--- src/rtl/thor2024_lda_agen.sv ---
// Thor2024 LDA/LDAX address generator: two-stage valid/ready pipeline computing
// base + disp + (index << scale) as a register result, with flush and async reset.
module thor2024_lda_agen #(
   parameter int WID  = 64,
   parameter int TAGW = 5
) (
   input  logic            clk,
   input  logic            rst,
   input  logic            i_valid,
   output logic            i_ready,
   input  logic            i_ldax,
   input  logic [WID-1:0]  i_a,
   input  logic [WID-1:0]  i_b,
   input  logic [1:0]      i_scale,
   input  logic [WID-1:0]  i_disp,
   input  logic [TAGW-1:0] i_tag,
   input  logic            flush,
   output logic            o_valid,
   input  logic            o_ready,
   output logic [WID-1:0]  o_res,
   output logic [TAGW-1:0] o_tag
);

   // Handshake: a transfer happens on an edge where valid & ready are both high.
   // ready never depends on valid; flush blocks acceptance for its cycle.
   logic            s1_v;
   logic [WID-1:0]  s1_sx;
   logic [WID-1:0]  s1_bd;
   logic [TAGW-1:0] s1_tag;
   logic            s2_v;
   logic [WID-1:0]  s2_res;
   logic [TAGW-1:0] s2_tag;

   logic adv1;
   logic adv2;
   logic accept;

   assign adv2    = !s2_v | o_ready;
   assign adv1    = !s1_v | adv2;
   assign i_ready = adv1 & !flush;
   assign accept  = i_valid & i_ready;

   assign o_valid = s2_v;
   assign o_res   = s2_res;
   assign o_tag   = s2_tag;

   always_ff @(posedge clk or posedge rst) begin
      if (rst) begin
         s1_v   <= 1'b0;
         s1_sx  <= '0;
         s1_bd  <= '0;
         s1_tag <= '0;
         s2_v   <= 1'b0;
         s2_res <= '0;
         s2_tag <= '0;
      end else begin
         if (flush)
            s1_v <= 1'b0;
         else if (adv1)
            s1_v <= accept;

         // All sums/shifts wrap modulo 2^WID by truncation to the register width.
         if (accept) begin
            s1_sx  <= i_ldax ? (i_b << i_scale) : '0;
            s1_bd  <= i_a + i_disp;
            s1_tag <= i_tag;
         end

         if (flush)
            s2_v <= 1'b0;
         else if (adv2)
            s2_v <= s1_v;

         // Data only moves when a real op advances, so an idle pipe holds its outputs.
         if (adv2 && s1_v && !flush) begin
            s2_res <= s1_bd + s1_sx;
            s2_tag <= s1_tag;
         end
      end
   end

endmodule

--- config.mk ---
export PLATFORM = sky130hd
export DESIGN_NAME = thor2024_lda_agen
export DESIGN_NICKNAME = d
export VERILOG_FILES = /design/src/rtl/thor2024_lda_agen.sv
export SDC_FILE = /design/constraint.sdc
export NUM_CORES = 1
export LEC_CHECK = 0
export ABC_CLOCK_PERIOD_IN_PS = 5100
export BUFFER_PORTS_ARGS = -buffer_cell sky130_fd_sc_hd__buf_2
export CORE_MARGIN = 3
export CORE_UTILIZATION = 45
export CTS_CLUSTER_DIAMETER = 60
export CTS_CLUSTER_SIZE = 12
export DETAILED_ROUTE_END_ITERATION = 16
export PLACE_DENSITY = 0.68
export SLEW_MARGIN = 20
export SYNTH_ARGS = -nofsm -noshare
export SYNTH_HDL_FRONTEND = slang
export SYNTH_SLANG_ARGS = --single-unit
--- constraint.sdc ---
create_clock -name clk -period 5.1 [get_ports clk]
set_input_delay 0 -clock clk [delete_from_list [all_inputs] [get_ports clk]]
set_output_delay 0 -clock clk [all_outputs]
set_load 0.03 [all_outputs]
==> results.md <==
* Final min period at 3780 ps
* Relative slew slack at 0.447
* Sequential fraction of the synthesis area at 0.309
* Least-Margin Pin Slew at 830 ps
* Synth Flop Type: dfrtp_1
* Core Footprint at 35900 µm²
* Post-Route WL at 51.1 mm
* Final HPWL DP at 39.0 mm
* Flop-to-flop setup slack at 1520 ps
* RSZ-0062 raised after global routing: no
* CP Buf/Inv Count at 2
* Top cell by count, worst path: o21ai_1
* Synthesized Nets at 2291
* GP Congestion at 0.886
* Internal power at 4.12 mW
* DR pass1 iterations at 5
* Largest net degree at the start of global routing at 97
* N_diodes at 0
* Clock Sinks at 204
* Final Max Slew Viols at 0
* Worst Path Required at 5480 ps
* Post-layout util at 0.553
* Sequential share of power at 0.324
* Sw Ratio at 0.422
* Cell count after placement at 2593
* Synth warn at 0
* Unique masters post-synth at 81
* Max FO, Critical Path at 5
* P_sw at 3.01 mW
* Clk slew on worst S/H paths at 60 ps
* Ranking of synthesized cells by area: dfrtp_1, ha_1, nand2_1, mux4_2, o21ai_0
* CP top delay family: compound AO/OA/AOI/OAI gates
* Wirelength per Cell at 18.7 µm
* Synthesized instance count at 1958
* TritonCTS clock tree: built
* Vias at 15871
* Maximum vdd drop at 0.183 mV
* Static leakage at 9.50 nW
* Clock buffer count from CTS at 23
* FFs w/ async S/R, synth at 1.00
* I/O Pins at 276
* EDFF count, synth at 0
* Gates resized, CTS repair at 0
* Cell area after synthesis at 16500 µm²
* Clock skew at 16.1 ps
* Number of port buffers at 275
* Worst min-delay path class: primary input to flop
* Fmax at 0.265 GHz
* Share of post-route cells with drive strength above 1 at 0.184
* CTS root buffer: clkbuf_16
* Number of global-route vias before repair at 14924
* Initial Util at 0.460
* Worst setup EP type: flop
* Yosys top cell area share at 0.309
* Layout Cells excl Fill at 2727
* Count leader, synth: nand2_1
* Max-Cap Viols at 0
* Setup-failing EPs final at 0
* Residual DRC at 0
* Die area at 39100 µm²
* Avg Cell Area, Syn at 8.45 µm²
* Initial antenna violation count at 0
* CTS Buffer Depth at 3
* Startpoint types: primary input
* Placed Area at 18200 µm²
* Final ANT Viol Nets at 0
* Rows at 69
* WP data arrival at 4160 ps
* Clock latency on the worst-skew pair at 520 ps
* DR iter-0 viols at 1352
* Place WS at 1410 ps
* Pwr Total at 7.13 mW
* Final TNS setup at 0 ps
* Max stage delay on crit path at 540 ps
* Combinational cell fraction of total power at 0.452
* Number of vias per cell at 5.82
* Highest-delay cell along the critical path: dlygate4sd3_1
* Crit Path Category: primary input to flop
* Crit-path cells: dlygate4sd3_1 -> buf_2 -> ha_1 -> fa_1 -> a211oi_1 -> o21bai_1 -> a21oi_2 -> o211ai_2 -> a41oi_1 -> o21ai_1 -> or2_2 -> o21ai_1 -> a2111o_1 -> o2111ai_1
* Global-route wire length before repair at 80.1 mm
* Clk pwr share at 0.224
* Die height at 198 µm
* H-tree levels at 1
* Post-route setup slack at 1320 ps
* Synth Register Bits at 204
* Min Hold Slack at 16.5 ps
* Synth-to-layout area growth at 20.2%
* Global route total overflow at 0
* Status: finished, final reports clean
* Crit share post-route at 0.741
* Die Width at 198 µm
* P per Cell Area at 359 nW/µm²
* Gr usage total at 0.252
* Final instance area at 19900 µm²
* Synth top cells by count: nand2_1, dfrtp_1, o21ai_0, a21oi_1, ha_1
* Final hold vios at 0
* Fin nets at 2589
* Area leader, netlist: dfrtp_1
==> area by class of cell <==
cell class	count	area, µm²
Timing Repair Buffer	385	2480
Multi-Input combinational cell	1607	10900
Tap cell	461	577
Sequential cell	204	5100
Clock inverter	6	68.8
Inverter	35	135
Clock buffer	29	638
Fill cell	3334	16000
==> worst reg2reg max path: cells and delay by family (launching register included) <==
kind	cells	cell delay [ps]
flip-flops	1	390
AO/OA/AOI/OAI	7	2160
multiplexers	1	110
AND/OR/NAND/NOR	1	110
adder cells (fa/ha/maj)	2	700
==> metal layers <==
metal / GRT usage / wire, µm
met5: 0 / 0
met3: 0.0337 / 3500
met4: 0.0448 / 771
met2: 0.386 / 22000
met1: 0.386 / 24700
==> final timing paths <==
path	from	to	cells past startpoint
max	i_disp[0]	s1_bd[56]	14
min	i_b[58]	s1_sx[58]	4
max reg2reg	s1_sx[0]	o_res[60]	11
min reg2reg	o_res[1]	o_res[1]	2
max in group asynchronous	rst	s1_sx[45]	4
min in group asynchronous	rst	o_res[5]	3
==> timing repair <==
| item | CTS | global route |
|---|---|---|
| setup endpoints to repair | 0 | 0 |
| hold buffers | 98 | 0 |
| setup buffers | 0 | 0 |
| hold endpoints to repair | 112 | 0 |
==> logic make-up (layout without fill, tap and decap cells) <==
family	Yosys count	count (layout)	share of synthesized area
mux	68	68	0.0840
xor+xnor	109	109	0.0577
compound gates	593	593	0.227
buf+inv	147	455	0.0350
fa+ha+maj	128	128	0.0977
flops	204	204	0.309
simple gates	709	709	0.190
==> layout by cell type (no fill, tap or decap), types with 13 or more instances in the layout <==
master | synthesis | layout
a211oi_1 | 19 | 19
a21o_1 | 71 | 71
a21oi_1 | 144 | 144
and3_1 | 14 | 14
buf_2 | 11 | 274
clkbuf_16 | 0 | 23
dfrtp_1 | 204 | 204
dlygate4sd3_1 | 0 | 98
ha_1 | 126 | 126
inv_1 | 34 | 33
mux4_2 | 56 | 56
nand2_1 | 390 | 389
nand3_1 | 88 | 88
nand4_1 | 39 | 39
nor2_1 | 90 | 90
nor3_1 | 20 | 20
o21a_1 | 21 | 21
o21ai_0 | 188 | 188
o21bai_1 | 34 | 34
o31ai_1 | 13 | 13
xnor2_1 | 63 | 63
xor2_1 | 46 | 46
==> power by group through the flow <==
stage	Clock (mW)	Sequential, mW	Combinational [mW]
floorplan	0	2.66	1.80
global placement	0	2.31	3.07
detailed placement	0	2.33	3.10
CTS	1.64	2.31	3.19
global route	1.70	2.35	3.54
finish	1.60	2.31	3.22
==> flip-flops by register name, indices dropped and copies added, names as in the netlist <==
signal   flops
o_res       64
s1_bd       64
s1_sx       64
o_tag        5
s1_tag       5
o_valid      1
s1_v         1
No activity file was read; power rests on OpenSTA's default activity.
